## src/rtl/sha_msg_padder_if.sv

```systemverilog
`default_nettype none
// ============================================================================
// Module      : sha_msg_padder_if
// Description : Handshake bundle between a message source, the SHA-2 message
//               padder and the block consumer (schedule/compression core).
//               Input side : mode, in_valid/in_ready, in_data, in_last,
//                            in_bytes (and bypass when PADDER_BYPASS_EN)
//               Output side: blk_valid/blk_ready, blk_data, blk_first,
//                            blk_last, blk_mode
//               Modports   : master = source/consumer side, slave = padder.
//               Optional   : PADDER_BYPASS_EN adds the bypass signal.
// Revision    : 1.0 - initial release
// ============================================================================
interface sha_msg_padder_if;
    logic          mode;
    logic          in_valid;
    logic          in_ready;
    logic [63:0]   in_data;
    logic          in_last;
    logic [3:0]    in_bytes;
    logic          blk_valid;
    logic          blk_ready;
    logic [1023:0] blk_data;
    logic          blk_first;
    logic          blk_last;
    logic          blk_mode;
`ifdef PADDER_BYPASS_EN
    logic          bypass;

    modport master (
        output mode, in_valid, in_data, in_last, in_bytes, bypass, blk_ready,
        input  in_ready, blk_valid, blk_data, blk_first, blk_last, blk_mode
    );
    modport slave (
        input  mode, in_valid, in_data, in_last, in_bytes, bypass, blk_ready,
        output in_ready, blk_valid, blk_data, blk_first, blk_last, blk_mode
    );
`else
    modport master (
        output mode, in_valid, in_data, in_last, in_bytes, blk_ready,
        input  in_ready, blk_valid, blk_data, blk_first, blk_last, blk_mode
    );
    modport slave (
        input  mode, in_valid, in_data, in_last, in_bytes, blk_ready,
        output in_ready, blk_valid, blk_data, blk_first, blk_last, blk_mode
    );
`endif
endinterface
`default_nettype wire

```

## src/rtl/sha_msg_padder.sv

```systemverilog
`default_nettype none
// ============================================================================
// Module      : sha_msg_padder
// Description : FIPS 180-4 message padder feeding the SHA-2 schedule. Packs a
//               big-endian 64-bit word stream into 512-bit (SHA-256, right
//               aligned in blk_data[511:0]) or 1024-bit (SHA-512) blocks,
//               inserting the 0x80 marker, zero fill and bit length; emits an
//               extra all-padding block when the tail does not fit.
// Ports       : clk, rst_n (async, active low)
//               bus : sha_msg_padder_if.slave (input words / output blocks)
// Optional    : define PADDER_BYPASS_EN to add bus.bypass (raw block packing,
//               no padding, no extra block).
// Revision    : 1.0 - initial release
// ============================================================================
module sha_msg_padder #(
    parameter int LEN_W = 64
) (
    input wire              clk,
    input wire              rst_n,
    sha_msg_padder_if.slave bus
);
    localparam int C_CNT_W = LEN_W - 3;

    typedef enum logic [1:0] {
        S_FILL  = 2'd0,
        S_EMIT  = 2'd1,
        S_EXTRA = 2'd2
    } state_t;

    state_t              r_state, w_state_nxt;
    logic [15:0][63:0]   r_blk;          // element 15 = word slot 0 (MSB end)
    logic [3:0]          r_k;
    logic [C_CNT_W-1:0]  r_bytes;
    logic                r_mode, r_inmsg, r_emitted, r_extra, r_extra_mark;
    logic                r_blk_valid, r_blk_first, r_blk_last, r_blk_mode;

    logic                w_acc, w_hs, w_mode, w_byp, w_pad, w_full, w_done;
    logic                w_fits, w_mark_next, w_need_extra;
    logic [3:0]          w_nmax, w_slot, w_nb, w_add;
    logic [7:0]          w_p;
    logic [63:0]         w_word;
    logic [C_CNT_W-1:0]  w_total;
    logic [127:0]        w_len_new, w_len_cur;
`ifdef PADDER_BYPASS_EN
    logic                r_bypass;
`endif

    // ---------------------------------------------------------------- datapath
    always_comb begin
        w_acc  = bus.in_valid && (r_state == S_FILL);
        w_hs   = r_blk_valid && bus.blk_ready;
        // mode (and bypass) only follow the port on the first word of a message
        w_mode = r_inmsg ? r_mode : bus.mode;
`ifdef PADDER_BYPASS_EN
        w_byp  = r_inmsg ? r_bypass : bus.bypass;
`else
        w_byp  = 1'b0;
`endif
        w_nmax = w_mode ? 4'd15 : 4'd7;
        // SHA-256 blocks occupy the lower half: word k sits in slot k+8
        w_slot = w_mode ? r_k : {1'b1, r_k[2:0]};
        w_nb   = (bus.in_bytes > 4'd8) ? 4'd8 : bus.in_bytes;
        w_full = (r_k == w_nmax);
        w_done = w_acc && (bus.in_last || w_full);
        w_pad  = bus.in_last && !w_byp;

        w_word = bus.in_data;
        if (w_pad) begin
            for (int i = 0; i < 8; i++) begin
                if (4'(i) == w_nb)
                    w_word[63-8*i -: 8] = 8'h80;
                else if (4'(i) > w_nb)
                    w_word[63-8*i -: 8] = 8'h00;
            end
        end

        w_p          = {1'b0, r_k, 3'b000} + {4'b0000, w_nb};
        w_fits       = w_p <= (w_mode ? 8'd111 : 8'd55);
        // a full last word pushes the marker into the following slot
        w_mark_next  = w_pad && (w_nb == 4'd8) && !w_full;
        w_need_extra = w_pad && !w_fits;

        w_add     = bus.in_last ? w_nb : 4'd8;
        w_total   = r_bytes + {{(C_CNT_W-4){1'b0}}, w_add};
        w_len_new = {{(128-LEN_W){1'b0}}, w_total, 3'b000};
        w_len_cur = {{(128-LEN_W){1'b0}}, r_bytes, 3'b000};
    end

    // ---------------------------------------------------------------- FSM
    always_comb begin
        w_state_nxt = r_state;
        case (r_state)
            S_FILL:  if (w_done) w_state_nxt = S_EMIT;
            S_EMIT:  if (w_hs)   w_state_nxt = r_extra ? S_EXTRA : S_FILL;
            S_EXTRA: if (w_hs)   w_state_nxt = S_FILL;
            default: w_state_nxt = S_FILL;
        endcase
    end

    always_ff @(posedge clk or negedge rst_n) begin
        if (!rst_n) r_state <= S_FILL;
        else        r_state <= w_state_nxt;
    end

    always_ff @(posedge clk or negedge rst_n) begin
        if (!rst_n) begin
            r_blk        <= '0;
            r_k          <= '0;
            r_bytes      <= '0;
            r_mode       <= 1'b0;
            r_inmsg      <= 1'b0;
            r_emitted    <= 1'b0;
            r_extra      <= 1'b0;
            r_extra_mark <= 1'b0;
            r_blk_valid  <= 1'b0;
            r_blk_first  <= 1'b0;
            r_blk_last   <= 1'b0;
            r_blk_mode   <= 1'b0;
`ifdef PADDER_BYPASS_EN
            r_bypass     <= 1'b0;
`endif
        end else begin
            if (w_acc) begin
                r_blk[4'd15 - w_slot] <= w_word;
                if (w_mark_next)
                    r_blk[4'd14 - w_slot] <= 64'h8000_0000_0000_0000;
                if (w_pad && w_fits) begin
                    if (w_mode) r_blk[1:0] <= w_len_new;
                    else        r_blk[0]   <= w_len_new[63:0];
                end
                r_k     <= w_done ? 4'd0 : r_k + 4'd1;
                r_bytes <= w_total;
                r_mode  <= w_mode;
                r_inmsg <= !bus.in_last;
`ifdef PADDER_BYPASS_EN
                r_bypass <= w_byp;
`endif
                if (w_done) begin
                    r_blk_valid  <= 1'b1;
                    r_blk_first  <= !r_emitted;
                    r_blk_last   <= bus.in_last && !w_need_extra;
                    r_blk_mode   <= w_mode;
                    r_emitted    <= !bus.in_last;
                    r_extra      <= w_need_extra;
                    r_extra_mark <= w_pad && (w_nb == 4'd8) && w_full;
                end
            end
            if (w_hs) begin
                r_blk <= '0;
                if (r_state == S_EMIT && r_extra) begin
                    // padding-only tail block, length from the saved byte count
                    if (r_extra_mark)
                        r_blk[r_blk_mode ? 4'd15 : 4'd7] <= 64'h8000_0000_0000_0000;
                    if (r_blk_mode) r_blk[1:0] <= w_len_cur;
                    else            r_blk[0]   <= w_len_cur[63:0];
                    r_blk_first <= 1'b0;
                    r_blk_last  <= 1'b1;
                    r_extra     <= 1'b0;
                end else begin
                    r_blk_valid <= 1'b0;
                    r_blk_first <= 1'b0;
                    r_blk_last  <= 1'b0;
                end
                if (r_blk_last)
                    r_bytes <= '0;
            end
        end
    end

    assign bus.in_ready  = (r_state == S_FILL);
    assign bus.blk_valid = r_blk_valid;
    assign bus.blk_data  = r_blk;
    assign bus.blk_first = r_blk_first;
    assign bus.blk_last  = r_blk_last;
    assign bus.blk_mode  = r_blk_mode;

endmodule
`default_nettype wire

```

## src/flat_wrapper.sv

```systemverilog
// flat-port wrapper written by rule: the top's interface ports become plain ports
module sha_msg_padder_flat 
#(
    parameter int LEN_W = 64
)
  (clk, rst_n, bus_mode, bus_in_valid, bus_in_data, bus_in_last, bus_in_bytes, bus_blk_ready, bus_in_ready, bus_blk_valid, bus_blk_data, bus_blk_first, bus_blk_last, bus_blk_mode);
  sha_msg_padder_if bus_i ();
  input wire clk;
  input wire rst_n;
  input wire logic [$bits(bus_i.mode)-1:0] bus_mode;
  input wire logic [$bits(bus_i.in_valid)-1:0] bus_in_valid;
  input wire logic [$bits(bus_i.in_data)-1:0] bus_in_data;
  input wire logic [$bits(bus_i.in_last)-1:0] bus_in_last;
  input wire logic [$bits(bus_i.in_bytes)-1:0] bus_in_bytes;
  input wire logic [$bits(bus_i.blk_ready)-1:0] bus_blk_ready;
  output wire logic [$bits(bus_i.in_ready)-1:0] bus_in_ready;
  output wire logic [$bits(bus_i.blk_valid)-1:0] bus_blk_valid;
  output wire logic [$bits(bus_i.blk_data)-1:0] bus_blk_data;
  output wire logic [$bits(bus_i.blk_first)-1:0] bus_blk_first;
  output wire logic [$bits(bus_i.blk_last)-1:0] bus_blk_last;
  output wire logic [$bits(bus_i.blk_mode)-1:0] bus_blk_mode;
  assign bus_i.mode = bus_mode;
  assign bus_i.in_valid = bus_in_valid;
  assign bus_i.in_data = bus_in_data;
  assign bus_i.in_last = bus_in_last;
  assign bus_i.in_bytes = bus_in_bytes;
  assign bus_i.blk_ready = bus_blk_ready;
  assign bus_in_ready = bus_i.in_ready;
  assign bus_blk_valid = bus_i.blk_valid;
  assign bus_blk_data = bus_i.blk_data;
  assign bus_blk_first = bus_i.blk_first;
  assign bus_blk_last = bus_i.blk_last;
  assign bus_blk_mode = bus_i.blk_mode;
  sha_msg_padder #(.LEN_W(LEN_W)) u_core (.clk(clk), .rst_n(rst_n), .bus(bus_i));
endmodule
```

## config.mk

```make
export PLATFORM = sky130hd
export DESIGN_NAME = sha_msg_padder_flat
export DESIGN_NICKNAME = d
export VERILOG_FILES = /design/src/rtl/sha_msg_padder_if.sv /design/src/rtl/sha_msg_padder.sv /design/src/flat_wrapper.sv
export SDC_FILE = /design/constraint.sdc
export NUM_CORES = 2
export LEC_CHECK = 0
export CAP_MARGIN = 5
export CORE_AREA = 4 4 429 431
export DETAILED_ROUTE_END_ITERATION = 10
export DIE_AREA = 0 0 433 435
export HOLD_SLACK_MARGIN = 0.05
export SYNTH_ARGS = -nofsm -noshare
export SYNTH_HDL_FRONTEND = slang
export SYNTH_SLANG_ARGS = --single-unit
```

## constraint.sdc

```tcl
create_clock -name clk -period 9.05 [get_ports clk]
set_clock_uncertainty 0.05 [all_clocks]
set_input_delay 1.81 -clock clk [delete_from_list [all_inputs] [get_ports clk]]
set_output_delay 1.81 -clock clk [all_outputs]
set_load 0.02 [all_outputs]
```

### Word level (Yosys, flattened, before mapping)

Cells that the tools add are included.

| storage, ports and cells | value |
|---|---|
| output and inout bits | 1029 |
| register bits | 1100 |

| operators by class | value |
|---|---|
| $lt $le $gt $ge | 16 |
| multiplexer cells | 63 |
| equality and inequality tests | 14 |
| bitwise operators | 3 |
| $add $sub $neg | 5 |
| reduce and logical (&&, ||, !) cells | 26 |

Operators by type and width:

| operator | count |
|---|---|
| two-way mux 1024 bit | 5 |
| bitwise mux 1024 bit | 1 |
| bitwise AND 1008 bit | 1 |
| inverter 1008 bit | 1 |
| demux 64 bit (select 4 bit) | 3 |
| two-way mux 64 bit | 6 |
| two-way mux 61 bit | 3 |
| two-way mux 128 bit | 1 |
| two-way mux 8 bit | 16 |
| adder 61 x 4 -> 61 bit | 1 |
| two-way mux 4 bit | 6 |
| equality test 3 x 4 -> 1 bit, first input constant | 4 |
| > comparator 3 x 4 -> 1 bit, first input constant | 4 |
| two-way mux 1 bit | 16 |
| OR 16 bit | 1 |
| less-than comparator 4 x 5 -> 1 bit, second input constant | 3 |
| logical AND 1 bit | 13 |
| greater-or-equal comparator 4 x 1 -> 1 bit, second input constant | 3 |
| adder 7 x 4 -> 8 bit | 1 |
| equality test 2 x 4 -> 1 bit, first input constant | 2 |
| > comparator 1 x 4 -> 1 bit, first input constant | 2 |
| > comparator 2 x 4 -> 1 bit, first input constant | 2 |
| less-or-equal comparator 8 bit | 1 |
| two-way mux 2 bit | 4 |
| other kinds (18) | 27 |

### Logic depth before layout (Yosys ltp)

| logic depth | value |
|---|---|
| word-level depth | 14 |
| mapped depth | 14 |
| depth with buffers taken out | 11 |

### Worst setup path after synthesis

OpenSTA, ideal clock, no wires.

| timing | value |
|---|---|
| kind | in2reg |
| start point | in bus_in_last |
| end point | reg u_core.r_blk (netlist bit u_core.bus.blk_data[54]) |
| setup time | 137 ps |
| slack | 4626 ps |
| arrival time | 4237 ps |
| data required time | 8863 ps |
| stages on the path | 11 |
| path through | nor2b_1 inv_1 clkbuf_1 ha_1 nand3_1 a2bb2oi_1 or4_4 nor3b_2 xor2_1 a221oi_1 a21oi_1 |

| on the way | value |
|---|---|
| longest elaborated chain between the ends | 7 |

RTL lines:

| element | RTL line | source |
|---|---|---|
| start, declared | flat_wrapper.sv:13 | `input wire logic [$bits(bus_i.in_last)-1:0] bus_in_last;` |
| branches (longest 4 deep; another with adder 61 x 4 -> 61 bit) | -- |  |
| two-way mux 128 bit * | sha_msg_padder.sv:127 | `if (w_pad && w_fits) begin` |
| two-way mux 1024 bit * | sha_msg_padder.sv:123 | `if (w_acc) begin` |
| two-way mux 1024 bit * | sha_msg_padder.sv:148 | `if (w_hs) begin` |
| end signal, assigned by index | sha_msg_padder.sv:124 | `r_blk[4'd15 - w_slot] <= w_word;` |
| end, declared | sha_msg_padder.sv:31 | `logic [15:0][63:0] r_blk;` |

Mark *: on every way between the ends. The select of a mux whose other input is x is not followed.
A chain may end at the register's enable or synchronous reset.

### Final worst setup path

| timing | value |
|---|---|
| start point | in bus_in_last |
| end point | reg u_core.r_blk (netlist bit u_core.bus.blk_data[56]) |

The elaborated chain is that of the path after synthesis.

==> key figures <==
Run status
  • Status: complete, no violations

Clock network
  • Post-CTS Setup Inserts: 0
  • CTS tree: yes
  • CTS Buf Count: 132
  • Sink Count: 1100
  • # resized after CTS: 0
  • Max clock buf depth: 3
  • Root buf cell: clkbuf_16
  • Post-CTS Hold Buffers: 0
  • H-tree Lvls: 4
  • Reg clk slew, reported paths: 0.06 ns
  • Clk_lat worst skew: 0.82 ns

STA
  • Hold Violations, Final: 0
  • WHS: 0.4355 ns
  • FMAX: 168.0 MHz
  • Worst Max-Slew Pin Slew: 1.437 ns
  • Final setup vio count: 0
  • Final Critical Period: 5.953 ns
  • Slew Limit Fails: 0
  • Slew Limit Headroom: 4.205%
  • RSZ-0062 raised after global routing: false
  • Tcrit/Tclk final: 65.78%
  • Final TNS setup: 0 ns

Placed design
  • Buffers on Ports: 1102
  • Final GP Congestion: 0.9129
  • Hpwl dp: 168300 um

Critical path
  • Crit-path slowest cell: clkdlybuf4s50_1
  • CP peak stage delay: 1.04 ns
  • Critical path type: primary input to register
  • WP data arrival: 6.52 ns
  • WP data required: 9.62 ns
  • Worst-path fanout max: 16
  • CP Cell Sequence: clkdlybuf4s50_1 > nor2b_1 > inv_1 > ha_1 > nand3_1 > o2bb2ai_1 > nand4_1 > nor3_1 > xor2_1 > a221oi_1 > a21oi_1
  • CP Launch Type: primary input
  • Crit end category: register

Synthesis
  • EDFF count, synth: 0
  • Yosys cell types: 86
  • Yosys top cell area share: 58.20%
  • #FFs+latches synth: 1100
  • Synth area leaders: dfrtp_1 (58%), nand2_1 (14%), a21oi_1 (9.9%)
  • Mapped Area: 47300 sq um
  • Synth area leader: dfrtp_1
  • Synth Instances: 5329
  • Avg Cell Area, Syn: 8.875 sq um
  • Post-synth top flop: dfrtp_1
  • Sequential area share after synthesis: 58.20%
  • Syn. warnings: 0
  • Post-synth ARST share: 100.0%
  • Mapped Nets: 5421

Drt
  • Vias after detailed routing: 45250
  • ANT nets after route: 0
  • Router iterations before antenna repair: 6
  • Post-DR wirelength/cell: 28.51 um
  • Final wirelength: 247000 um
  • Post-route DRC violation count: 0
  • DR iter-0 viols: 5130
  • DR vias/cell: 5.224

Die
  • Die W: 433 um
  • DIE AREA: 188400 sq um
  • Die H: 435 um
  • Initial core utilization: 26.25%
  • IO Count: 1103
  • Core area: 180200 sq um
  • Standard-cell rows: 156

Pwr
  • Power Dens Cells: 342.4 nW/um^2
  • Leak pwr: 26.83 nW
  • Pwr Total: 22.38 mW
  • Peak supply drop: 0.2182 mV

Cells and area
  • Commonest non-fill, non-tap cell in the layout: nand2_1
  • Filler cell count: 18110
  • Final Core Density: 36.28%
  • Layout area overhead: 38.21%
  • Commonest non-fill, non-tap cells in the layout: nand2_1 (1802), clkdlybuf4s50_1 (1101), dfrtp_1 (1100)
  • Share of layout cells above drive strength 1: 7.018%
  • Final net count: 6279

GRT
  • Pin count of the biggest net entering global routing: 138
  • Gr ovfl total: 0
  • Vias in the first global route: 43730
  • Initial antenna violation count: 7
  • First-pass GRT wire length: 343000 um
  • Gr usage total: 25.36%

Run
  • MaxCap Viol Count: 0

Hold path
  • Worst hold path type: register to register
[layout make-up]
type / instances / area [sq um] / area share, %
well taps: 2370 / 2965 / 4.536
diodes: 7 / 17.52 / 0.02680
inverters: 12 / 45.04 / 0.06891
repair buffers: 1230 / 12100 / 18.51
flip-flops and latches: 1100 / 27530 / 42.11
multi-input cells: 3711 / 18290 / 27.98
clock buffers: 185 / 3865 / 5.913
clock inverters: 46 / 558.0 / 0.8537
[registers in the layout (all words and copies together) (netlist names)]
name and count:
u_core.bus.blk_data 1024, u_core.r_bytes 61, u_core.r_k 4, u_core.r_state 2
u_core.bus.blk_first 1, u_core.bus.blk_last 1, u_core.bus.blk_mode 1, u_core.bus.blk_valid 1
u_core.r_emitted 1, u_core.r_extra 1, u_core.r_extra_mark 1, u_core.r_inmsg 1
u_core.r_mode 1
[critical path: cells and delay by family]
kind	cells	cell delay [ns]
AOI/OAI and AO/OA	3	1.03
xor gates and xnor gates	1	0.11
buffers and inverters	2	1.36
and+or+nand+nor	4	1.71
adders and majority gates	1	0.47
[routing by layer]
metal | vias up | wire length (um) | global-route usage (%)
li1 | 19330 | - | -
met1 | 22700 | 92180 | 30.60
met2 | 2599 | 113800 | 39.89
met3 | 622 | 23670 | 7.306
met4 | 6 | 17250 | 15.61
met5 | - | 38 | 0
[through the flow]
step | area, sq um | std cells | setup WS [ns]
after floorplan | 47300 | 5329 | 4.626
after global placement | 60930 | 8423 | 2.628
after detailed placement | 60930 | 8423 | 2.528
after CTS | 65350 | 8654 | 3.374
after global routing | 65350 | 8655 | 2.867
final | 65370 | 8661 | 3.097
[path summary, 6_finish.rpt]
check                      slack (ns)                  endpoint                    start  cells past startpoint
max in group asynchronous        5.68  u_core.bus.blk_data[260]                    rst_n                      3
setup / recovery                 3.10   u_core.bus.blk_data[56]              bus_in_last                     11
setup reg to reg                 4.30  u_core.bus.blk_data[999]           u_core.r_inmsg                      9
hold reg to reg                  0.44   u_core.bus.blk_data[34]  u_core.bus.blk_data[34]                      2
min in group asynchronous        0.98  u_core.bus.blk_data[849]                    rst_n                      1
hold / removal                   0.44   u_core.bus.blk_data[34]  u_core.bus.blk_data[34]                      2
[synthesized netlist by cell type, drive strengths merged, types with 3 or more instances]
cell type,number
a2111oi,3
a211oi,66
a21boi,7
a21o,5
a21oi,934
a221o,4
a221oi,20
a22o,69
a22oi,5
a2bb2oi,4
a311oi,6
a31oi,15
a32o,4
a41oi,6
and2,60
and3,17
and4,9
buf,73
clkbuf,433
dfrtp,1100
ha,17
inv,12
mux2i,10
nand2,1808
nand2b,6
nand3,57
nand3b,3
nand4,25
nor2,229
nor2b,14
nor3,43
nor4,18
o211a,3
o211ai,8
o21a,14
o21ai,97
o221ai,3
o22a,3
o22ai,4
o2bb2ai,3
or2,3
or3,11
or4,5
xnor2,38
xor2,31
[cell families (layout without fill, tap and decap cells)]
family / Yosys count / in the layout / synth area share [%]
AOI/OAI and AO/OA: 1301 / 1301 / 15.67
xor gates and xnor gates: 69 / 69 / 1.278
adders and majority gates: 18 / 18 / 0.4920
buffers and inverters: 518 / 1473 / 4.275
DFF: 1100 / 1100 / 58.20
muxes: 11 / 11 / 0.2355
other: 0 / 7 / 0
and+or+nand+nor: 2312 / 2312 / 19.85
[power breakdown]
| part | switching [mW] | leakage (nW) | total (mW) | internal [mW] |
|---|---|---|---|---|
| Clock | 2.31 | 2.18 | 5.45 | 3.15 |
| Sequential | 0.966 | 15.0 | 7.36 | 6.39 |
| Combinational | 5.98 | 9.65 | 9.56 | 3.58 |
No activity file was read; power rests on OpenSTA's default activity.
